===== config.mk =====
export PLATFORM = sky130hd
export DESIGN_NAME = hovalaag_io_bridge
export DESIGN_NICKNAME = d
export VERILOG_FILES = /design/src/rtl/hovalaag_io_bridge_pkg.sv /design/src/rtl/hovalaag_io_bridge_fifo.sv /design/src/rtl/hovalaag_io_bridge.sv
export SDC_FILE = /design/constraint.sdc
export NUM_CORES = 1
export LEC_CHECK = 0
export CAP_MARGIN = 20
export CORE_UTILIZATION = 56
export CTS_BUF_LIST = sky130_fd_sc_hd__clkbuf_2 sky130_fd_sc_hd__clkbuf_4 sky130_fd_sc_hd__clkbuf_8
export DETAILED_ROUTE_END_ITERATION = 8
export GPL_ROUTABILITY_DRIVEN = 1
export PLACE_DENSITY = 0.74
export SYNTH_ARGS = -nofsm -noshare
export SYNTH_HDL_FRONTEND = slang
export SYNTH_HIERARCHICAL = 1
export SYNTH_SLANG_ARGS = --single-unit

===== constraint.sdc =====
create_clock -name clk -period 4.8 [get_ports clk]
set_input_delay 0.96 -clock clk [delete_from_list [all_inputs] [get_ports clk]]
set_output_delay 0.96 -clock clk [all_outputs]
set_load 0.02 [all_outputs]

===== src/rtl/hovalaag_io_bridge_pkg.sv =====
// Shared word width and port-select encodings for the Hovalaag host I/O bridge.
package hovalaag_io_bridge_pkg;
    localparam int   WORD_W    = 12;
    localparam logic SEL_PORT1 = 1'b0;
    localparam logic SEL_PORT2 = 1'b1;
endpackage


===== src/rtl/hovalaag_io_bridge_fifo.sv =====
// Generic FIFO: head is presented combinationally from storage, pop takes effect at the edge.
// Latency: a pushed word becomes visible at the head one edge after the push.
// Backpressure: none inside; the caller gates push/pop using full/empty.
module hovalaag_fifo #(
    parameter int WIDTH      = 12,
    parameter int DEPTH_LOG2 = 4
) (
    input  logic                  clk,
    input  logic                  rst_n,
    input  logic                  push,
    input  logic [WIDTH-1:0]      push_data,
    input  logic                  pop,
    output logic [WIDTH-1:0]      head,
    output logic [DEPTH_LOG2:0]   level,
    output logic                  full,
    output logic                  empty
);
    localparam int DEPTH = 1 << DEPTH_LOG2;

    logic [WIDTH-1:0]      mem [DEPTH];
    logic [DEPTH_LOG2-1:0] wr_ptr;
    logic [DEPTH_LOG2-1:0] rd_ptr;

    // Storage carries no reset; empty gating of the head hides stale contents.
    always_ff @(posedge clk) begin
        if (push) mem[wr_ptr] <= push_data;
    end

    always_ff @(posedge clk or negedge rst_n) begin
        if (!rst_n) begin
            wr_ptr <= '0;
            rd_ptr <= '0;
            level  <= '0;
        end else begin
            if (push) wr_ptr <= wr_ptr + 1'b1;
            if (pop)  rd_ptr <= rd_ptr + 1'b1;
            case ({push, pop})
                2'b10:   level <= level + 1'b1;
                2'b01:   level <= level - 1'b1;
                default: level <= level;
            endcase
        end
    end

    assign empty = (level == '0);
    assign full  = (level == (DEPTH_LOG2+1)'(DEPTH));
    assign head  = empty ? '0 : mem[rd_ptr];
endmodule


===== src/rtl/hovalaag_io_bridge.sv =====
// Host-side bridge for the Hovalaag CPU: two input FIFOs feed IN1/IN2, two output FIFOs catch OUT.
// Latency: zero-cycle head presentation, one-edge push/pop; sticky underflow/overflow flags.
// Backpressure: host writes stall on full input FIFO; CPU output is never stalled (drops when full).
module hovalaag_io_bridge
    import hovalaag_io_bridge_pkg::*;
#(
    parameter int DEPTH_LOG2 = 4
) (
    input  logic                  clk,
    input  logic                  rst_n,
    input  logic                  in_wr_valid,
    input  logic                  in_wr_sel,
    input  logic [WORD_W-1:0]     in_wr_data,
    output logic                  in_wr_ready,
    output logic [WORD_W-1:0]     cpu_in1,
    input  logic                  cpu_in1_adv,
    output logic [WORD_W-1:0]     cpu_in2,
    input  logic                  cpu_in2_adv,
    input  logic [WORD_W-1:0]     cpu_out,
    input  logic                  cpu_out_valid,
    input  logic                  cpu_out_select,
    output logic                  out1_valid,
    output logic [WORD_W-1:0]     out1_data,
    input  logic                  out1_ready,
    output logic                  out2_valid,
    output logic [WORD_W-1:0]     out2_data,
    input  logic                  out2_ready,
    output logic [DEPTH_LOG2:0]   in1_level,
    output logic [DEPTH_LOG2:0]   in2_level,
    output logic [DEPTH_LOG2:0]   out1_level,
    output logic [DEPTH_LOG2:0]   out2_level,
    input  logic                  clear_err,
    output logic                  err_underflow,
    output logic                  err_overflow
);
    logic in1_full, in1_empty, in2_full, in2_empty;
    logic out1_full, out1_empty, out2_full, out2_empty;
    logic in1_push, in2_push, in1_pop, in2_pop;
    logic out1_push, out2_push, out1_pop, out2_pop;
    logic out1_cap, out2_cap;
    logic underflow_evt, overflow_evt;

    assign in_wr_ready = (in_wr_sel == SEL_PORT2) ? !in2_full : !in1_full;
    assign in1_push    = in_wr_valid && (in_wr_sel == SEL_PORT1) && !in1_full;
    assign in2_push    = in_wr_valid && (in_wr_sel == SEL_PORT2) && !in2_full;
    assign in1_pop     = cpu_in1_adv && !in1_empty;
    assign in2_pop     = cpu_in2_adv && !in2_empty;

    assign out1_valid  = !out1_empty;
    assign out2_valid  = !out2_empty;
    assign out1_pop    = out1_valid && out1_ready;
    assign out2_pop    = out2_valid && out2_ready;
    assign out1_cap    = cpu_out_valid && (cpu_out_select == SEL_PORT1);
    assign out2_cap    = cpu_out_valid && (cpu_out_select == SEL_PORT2);
    // A full output FIFO still accepts when the host frees a slot at the same edge.
    assign out1_push   = out1_cap && (!out1_full || out1_pop);
    assign out2_push   = out2_cap && (!out2_full || out2_pop);

    assign underflow_evt = (cpu_in1_adv && in1_empty) || (cpu_in2_adv && in2_empty);
    assign overflow_evt  = (out1_cap && !out1_push) || (out2_cap && !out2_push);

    always_ff @(posedge clk or negedge rst_n) begin
        if (!rst_n) begin
            err_underflow <= 1'b0;
            err_overflow  <= 1'b0;
        end else begin
            if (underflow_evt)  err_underflow <= 1'b1;
            else if (clear_err) err_underflow <= 1'b0;
            if (overflow_evt)   err_overflow  <= 1'b1;
            else if (clear_err) err_overflow  <= 1'b0;
        end
    end

    hovalaag_fifo #(.WIDTH(WORD_W), .DEPTH_LOG2(DEPTH_LOG2)) u_in1 (
        .clk(clk), .rst_n(rst_n), .push(in1_push), .push_data(in_wr_data), .pop(in1_pop),
        .head(cpu_in1), .level(in1_level), .full(in1_full), .empty(in1_empty));

    hovalaag_fifo #(.WIDTH(WORD_W), .DEPTH_LOG2(DEPTH_LOG2)) u_in2 (
        .clk(clk), .rst_n(rst_n), .push(in2_push), .push_data(in_wr_data), .pop(in2_pop),
        .head(cpu_in2), .level(in2_level), .full(in2_full), .empty(in2_empty));

    hovalaag_fifo #(.WIDTH(WORD_W), .DEPTH_LOG2(DEPTH_LOG2)) u_out1 (
        .clk(clk), .rst_n(rst_n), .push(out1_push), .push_data(cpu_out), .pop(out1_pop),
        .head(out1_data), .level(out1_level), .full(out1_full), .empty(out1_empty));

    hovalaag_fifo #(.WIDTH(WORD_W), .DEPTH_LOG2(DEPTH_LOG2)) u_out2 (
        .clk(clk), .rst_n(rst_n), .push(out2_push), .push_data(cpu_out), .pop(out2_pop),
        .head(out2_data), .level(out2_level), .full(out2_full), .empty(out2_empty));
endmodule


==> results of run 1 <==
## path summary, 6_finish.rpt
path	slack, ns	end	depth (start not counted)	start
max	0.20	cpu_in2[5]	6	u_in2/rd_ptr[1]
min	0.15	u_out1/wr_ptr[2]	1	rst_n
max reg2reg	1.05	u_out2/level[4]	13	u_out2/level[2]
min reg2reg	0.54	err_underflow	2	err_underflow
max in group asynchronous	3.70	u_in1/rd_ptr[1]	2	rst_n
min in group clk	0.54	err_underflow	2	err_underflow
## logic make-up after synthesis
group                      share of synthesized area, %
DFF                                               73.28
and+or+nand+nor                                   4.172
muxes                                             14.77
AOI/OAI and AO/OA                                 3.162
buffers and inverters                             2.216
xor gates and xnor gates                          1.052
adders and majority gates                         1.352
## metal layers
metal | share of wire [%] | wire [µm] | GRT usage [%]
met5 | 0 | 0 | 0
met4 | 2.3 | 1607 | 8.586
met3 | 5.8 | 4043 | 4.365
met2 | 50 | 34790 | 37.90
met1 | 42 | 28740 | 32.68
## per-stage QoR
step           setup WS [ns]  utilization, %  hold WS (ns)
2_1_floorplan          1.298               -        0.4994
3_3_place_gp          0.9365           60.19        0.5106
3_5_place_dp          0.8681           60.38        0.5304
4_1_cts               0.1272           64.91       0.08551
5_1_grt              0.04754           65.41        0.1268
6_report              0.2013           65.41        0.1492
## sequential cells by signal (all words and copies together), names as in the netlist
name,count
u_in1/rd_ptr,4
u_in2/mem,192
u_out2/wr_ptr,4
u_in2/wr_ptr,4
u_out1/level,5
err_underflow,1
u_out2/rd_ptr,4
u_in1/wr_ptr,4
u_out2/level,5
u_in1/mem,192
u_in2/rd_ptr,4
err_overflow,1
u_out1/wr_ptr,4
u_out2/mem,192
u_in1/level,5
u_out1/rd_ptr,4
u_out1/mem,192
u_in2/level,5
## final cells by class
type                            count  area (µm²)
Fill cell                        3804       20370
Tap cell                          773       967.2
Timing Repair Buffer              214        2221
Multi-Input combinational cell    724        8177
Inverter                           20       75.07
Clock inverter                     59       429.2
Sequential cell                   822       24430
Clock buffer                      180        2240
## worst reg2reg max path: cells and delay by family (launching register included)
family | cells | cell delay [ns]
buf+inv | 2 | 0.16
xor+xnor | 1 | 0.20
simple gates | 6 | 1.69
flops | 1 | 0.46
compound gates | 2 | 0.44
fa+ha+maj | 2 | 0.68
## cells in the final DEF, fill, tap and decap left out, types with 5 or more instances in the layout
master,synthesis,routed
sky130_fd_sc_hd__mux2_2,8,8
sky130_fd_sc_hd__clkinv_2,0,16
sky130_fd_sc_hd__nor3b_1,5,5
sky130_fd_sc_hd__o21ai_0,17,17
sky130_fd_sc_hd__nand2_1,38,38
sky130_fd_sc_hd__clkinv_1,0,26
sky130_fd_sc_hd__and3b_1,6,6
sky130_fd_sc_hd__nor2_1,61,61
sky130_fd_sc_hd__nor2b_1,56,56
sky130_fd_sc_hd__mux4_2,188,188
sky130_fd_sc_hd__and2_1,16,16
sky130_fd_sc_hd__clkbuf_4,0,38
sky130_fd_sc_hd__ha_1,36,36
sky130_fd_sc_hd__xor2_1,20,20
sky130_fd_sc_hd__clkbuf_8,0,142
sky130_fd_sc_hd__a31oi_1,6,6
sky130_fd_sc_hd__buf_4,20,84
sky130_fd_sc_hd__mux2i_1,49,49
sky130_fd_sc_hd__a21oi_1,11,11
sky130_fd_sc_hd__a211oi_1,98,98
sky130_fd_sc_hd__buf_16,0,9
sky130_fd_sc_hd__inv_8,0,6
sky130_fd_sc_hd__inv_1,20,20
sky130_fd_sc_hd__xnor2_1,20,20
sky130_fd_sc_hd__nand2b_1,24,24
sky130_fd_sc_hd__dfrtp_2,0,7
sky130_fd_sc_hd__nor3_1,7,7
sky130_fd_sc_hd__buf_12,4,6
sky130_fd_sc_hd__nand4_1,8,8
sky130_fd_sc_hd__edfxtp_1,768,768
sky130_fd_sc_hd__dfrtp_1,54,46
sky130_fd_sc_hd__and3_1,7,7
sky130_fd_sc_hd__clkdlybuf4s50_1,0,106
sky130_fd_sc_hd__buf_8,0,5
## report_power, final
part           total (mW)  internal (mW)  switching, mW
Sequential           9.36           8.41          0.951
Combinational        7.03           3.53           3.49
Clock                6.02           3.28           2.74
==> impl_summary.log, run 1 <==
[metrics] number of max-capacitance violations reported: 0
[metrics] Clk pin slew, worst setup/hold paths: 0.06 ns
[metrics] DRT iter0 DRCs: 1486
[metrics] CTS root buf: sky130_fd_sc_hd__clkbuf_8
[metrics] share of the clock period used by the worst path: 95.81%
[metrics] hold violation total from the final report: 0
[metrics] critical-path cell list: buf_12 > mux4_2 > nor2b_1 > a211oi_1 > a211oi_1 > clkdlybuf4s50_1
[metrics] netlist area before placement: 33320 µm²
[metrics] Antenna Violating Nets Remaining: 0
[metrics] quantity of hold-fixing buffers added after cts: 0
[metrics] post-route insts no fill: 2792
[metrics] gp weighted congestion: 0.8073
[metrics] count leader, synth: sky130_fd_sc_hd__edfxtp_1
[metrics] delay contributed by the slowest stage of the critical path: 0.68 ns
[metrics] largest net degree at the start of global routing: 41
[metrics] power density normalized to cell area: 581.4 nW/µm²
[metrics] critical path type: reg2out
[metrics] setup repair after global routing missed its margin: false
[metrics] YS warnings: 6
[metrics] clock insertion delay at the later pin of the skew report: 0.77 ns
[metrics] Total Nets Final: 1986
[metrics] top achievable clock speed: 217.5 MHz
[metrics] post-detailed-route wirelength per cell: 24.78 µm
[metrics] critical path required time: 3.84 ns
[metrics] top cell family by delay on the critical path: buffers and inverters
[metrics] Worst slew margin: 22.44%
[metrics] post-CTS setup buffer count: 0
[metrics] result of the run: finished clean
[metrics] overall routed net length: 69190 µm
[metrics] Total Routing Usage GR: 23.62%
[metrics] number of different library cells in the post-synthesis netlist: 46
[metrics] Clock Sink Count: 822
[metrics] min Tclk post-route: 4.599 ns
[metrics] largest fanout on the critical path: 33
[metrics] wire length of the first global-routing pass: 104200 µm
[metrics] library cell occupying the most area in the post-synthesis netlist: sky130_fd_sc_hd__edfxtp_1
[metrics] number of enable-type register cells in the synthesized netlist: 768
[metrics] gate count of the mapped netlist: 1664
[metrics] Pleak: 12.81 nW
[metrics] mean instance size in the synthesized netlist: 20.02 µm²
[metrics] number of top-level design ports: 108
[metrics] flip-flop and latch count after synthesis: 822
[metrics] fraction of layout cells with a size suffix above 1: 26.40%
[metrics] floorplan die area: 60470 µm²
[metrics] Post-synth top cells: 768 x sky130_fd_sc_hd__edfxtp_1, 188 x sky130_fd_sc_hd__mux4_2, 98 x sky130_fd_sc_hd__a211oi_1
[metrics] Post-CTS Resized: 0
[metrics] Clock Tree Buf Depth: 3
[metrics] initial cell density of the core: 56.56%
[metrics] post-synthesis net count: 1735
[metrics] Placement Cell Area: 35570 µm²
[metrics] Setup crit end kind: output port
[metrics] width of the chip: 245.9 µm
[metrics] top area cells in the synthesized netlist: sky130_fd_sc_hd__edfxtp_1 69%, sky130_fd_sc_hd__mux4_2 13%, sky130_fd_sc_hd__dfrtp_1 4.1%, sky130_fd_sc_hd__a211oi_1 2.2%, sky130_fd_sc_hd__mux2i_1 1.5%
[metrics] Pwr Total: 22.40 mW
[metrics] most common flop cell mapped by yosys: sky130_fd_sc_hd__edfxtp_1
[metrics] final design instance area without fill: 38530 µm²
[metrics] H-tree level count: 4
[metrics] Core Area: 58910 µm²
[metrics] Vert. Die Dim: 245.9 µm
[metrics] final sum of negative setup slack: 0 ns
[metrics] type of the most critical hold path: in2async
[metrics] Post-synth ARST share: 6.569%
[metrics] Inserted Clock Buffers: 133
[metrics] launching element type of the critical path: flip-flop
[metrics] vias: 16783
[metrics] Port Buffers: 107
[metrics] share of Yosys cell area claimed by the top area cell type: 69.22%
[metrics] detailed-placement wirelength estimate: 41940 µm
[metrics] sequential area share after synthesis: 73.28%
[metrics] vias per inst: 6.011
[metrics] TritonCTS clock tree: built
[metrics] final setup violation count: 0
[metrics] Std-Cell Rows: 89
[metrics] number of detailed-route iterations in the first pass: 7
[metrics] Worst Tran Pin Value: 1.163 ns
[metrics] worst endpoint data arrival time: 3.64 ns
[metrics] Critical-path top delay cell: sky130_fd_sc_hd__dfrtp_2
[metrics] global route overflow: 0
[metrics] Max IR drop VDD: 0.0007703 V
[metrics] CP bufs+invs: 2
[metrics] initial antenna violation count: 0
[metrics] DRC violations left: 0
[metrics] vias in the first global route: 17106
[metrics] area grow syn2layout: 15.66%
[metrics] Antenna Diode Count: 0
[metrics] Placed Cells incl. Taps: 2540
[metrics] cell repeated most along the worst path: sky130_fd_sc_hd__a211oi_1
[metrics] clock tree skew after final layout: 0.03664 ns
[metrics] max-slew violation count: 0
Note: power is estimated with default switching activity, not from simulation.
==> run 2: changes to the inputs <==
Settings changed: DONT_BUFFER_PORTS set to 1, PLACE_DENSITY 0.74 to 0.75.
==> impl_summary.log, run 2 (same netlist as run 1, synthesis figures left out) <==
[metrics] minimum setup slack among reg-to-reg paths: 0.92 ns
[metrics] wire length of the first global-routing pass: 99940 µm
[metrics] number of max-capacitance violations reported: 0
[metrics] initial cell density of the core: 56.56%
[metrics] Max IR drop VDD: 0.0003796 V
[metrics] post-detailed-route wirelength per cell: 25.03 µm
[metrics] Total Nets Final: 1850
[metrics] overall routed net length: 66300 µm
[metrics] max-slew violation count: 0
[metrics] Worst Tran Pin Value: 1.097 ns
[metrics] CTS root buf: sky130_fd_sc_hd__clkbuf_8
[metrics] DRC violations left: 0
[metrics] Core Area: 58910 µm²
[metrics] share of the clock period used by the worst path: 88.90%
[metrics] Clock Sink Count: 822
[metrics] largest fanout on the critical path: 30
[metrics] Worst slew margin: 26.83%
[metrics] worst endpoint data arrival time: 3.31 ns
[metrics] DRT iter0 DRCs: 1451
[metrics] Clock Tree Buf Depth: 3
[metrics] number of top-level design ports: 108
[metrics] Total Routing Usage GR: 22.53%
[metrics] vias in the first global route: 16534
[metrics] hold violation total from the final report: 0
[metrics] final setup violation count: 0
[metrics] width of the chip: 245.9 µm
[metrics] H-tree level count: 4
[metrics] area grow syn2layout: 10.86%
[metrics] fraction of layout cells with a size suffix above 1: 26.55%
[metrics] Pwr Total: 21.17 mW
[metrics] critical path required time: 3.84 ns
[metrics] Vert. Die Dim: 245.9 µm
[metrics] power density normalized to cell area: 573.2 nW/µm²
[metrics] initial antenna violation count: 1
[metrics] detailed-placement wirelength estimate: 39370 µm
[metrics] Clk pin slew, worst setup/hold paths: 0.06 ns
[metrics] number of detailed-route iterations in the first pass: 6
[metrics] global route overflow: 0
[metrics] top achievable clock speed: 234.4 MHz
[metrics] Antenna Diode Count: 0
[metrics] type of the most critical hold path: in2async
[metrics] most used cells in the layout excluding fill and tap cells: 768 x sky130_fd_sc_hd__edfxtp_1, 188 x sky130_fd_sc_hd__mux4_2, 139 x sky130_fd_sc_hd__clkbuf_8
[metrics] gp weighted congestion: 0.8345
[metrics] leading cell type in the layout, fill and taps excluded: sky130_fd_sc_hd__edfxtp_1
[metrics] post-route insts no fill: 2649
[metrics] TritonCTS clock tree: built
[metrics] Std-Cell Rows: 89
[metrics] Setup crit end kind: output port
[metrics] floorplan die area: 60470 µm²
[metrics] Post-CTS Resized: 0
[metrics] clock tree skew after final layout: 0.02987 ns
[metrics] result of the run: finished clean
[metrics] Pleak: 12.09 nW
[metrics] vias per inst: 6.101
[metrics] Placed Cells incl. Taps: 2414
[metrics] final sum of negative setup slack: 0 ns
[metrics] min Tclk post-route: 4.267 ns
[metrics] Antenna Violating Nets Remaining: 0
[metrics] post-CTS setup buffer count: 0
[metrics] largest net degree at the start of global routing: 55
[metrics] launching element type of the critical path: flip-flop
[metrics] clock insertion delay at the later pin of the skew report: 0.77 ns
[metrics] Port Buffers: 0
[metrics] vias: 16162
[metrics] setup repair after global routing missed its margin: false
[metrics] Inserted Clock Buffers: 133
[metrics] critical path type: reg2out
## run 2: changes by cell type in the layout (fill, tap and decap cells not counted), moves of 3 or more
cell | previous run | this run
sky130_fd_sc_hd__clkbuf_8 | 142 | 139
sky130_fd_sc_hd__buf_16 | 9 | 1
sky130_fd_sc_hd__clkinv_8 | 0 | 3
sky130_fd_sc_hd__buf_4 | 84 | 70
sky130_fd_sc_hd__clkbuf_4 | 38 | 47
sky130_fd_sc_hd__clkbuf_16 | 3 | 0
sky130_fd_sc_hd__buf_8 | 5 | 0
sky130_fd_sc_hd__clkdlybuf4s50_1 | 106 | 0
sky130_fd_sc_hd__dfrtp_2 | 7 | 10
sky130_fd_sc_hd__clkinv_2 | 16 | 4
## run 2: where the power goes
group,switching [mW],internal [mW],leakage [nW]
combinational,3.06,2.73,3.18
clock,2.65,3.22,1.36
sequential,1.10,8.41,7.55
total,6.81,14.4,12.1
## run 2: worst max-delay path, stage by stage (launching register included)
cell	delay [ns]
sky130_fd_sc_hd__dfrtp_2	0.93
sky130_fd_sc_hd__buf_12	0.29
sky130_fd_sc_hd__mux4_2	0.53
sky130_fd_sc_hd__nor2b_1	0.16
sky130_fd_sc_hd__a211oi_1	0.28
sky130_fd_sc_hd__a211oi_1	0.10
sky130_fd_sc_hd__buf_4	0.23
## run 2: area by class of cell
cell class              count  area, µm²
flip-flops and latches    822      24430
fillers                  3920      21970
multi-input cells         724       8177
clock buffers             186       2266
well taps                 773      967.2
repair buffers             78      675.6
clock inverters            46      347.8
inverters                  20      75.07
## run 2: path summary, 6_finish.rpt
kind / to / from / depth (start not counted)
setup / recovery: out1_data[3] / u_out1/rd_ptr[1] / 6
hold / removal: err_overflow / rst_n / 1
setup reg to reg: u_out2/level[4] / u_out2/level[2] / 13
hold reg to reg: u_out2/wr_ptr[3] / u_out2/wr_ptr[3] / 1
max in group asynchronous: u_in2/rd_ptr[1] / rst_n / 1
min in group clk: u_in2/mem[15][8] / in_wr_data[8] / 0
## run 2: per-stage QoR
stage	hold WS [ns]	utilization (%)	setup WS (ns)	instance area, µm²
global placement	0.5312	58.04	1.239	34190
global route	0.05246	62.70	0.3741	36930
CTS	0.03521	62.63	0.4627	36890
floorplan	0.4994	-	1.298	33320
finish	0.07688	62.70	0.5330	36930
detailed placement	0.5446	58.15	1.037	34250
## run 2: timing repair
action | CTS | global route
hold buffers | 1 | 0
setup endpoints to repair | 0 | 0
endpoints found under the hold margin | 54 | 0
## run 2: per-layer routing
| metal | part of all wire (%) | global-route usage (%) | vias to the layer above |
|---|---|---|---|
| li1 | - | - | 7019 |
| met5 | 0.020 | 0 | - |
| met1 | 40 | 29.84 | 8400 |
| met3 | 7.5 | 5.413 | 105 |
| met2 | 51 | 36.91 | 636 |
| met4 | 1.9 | 7.453 | 2 |
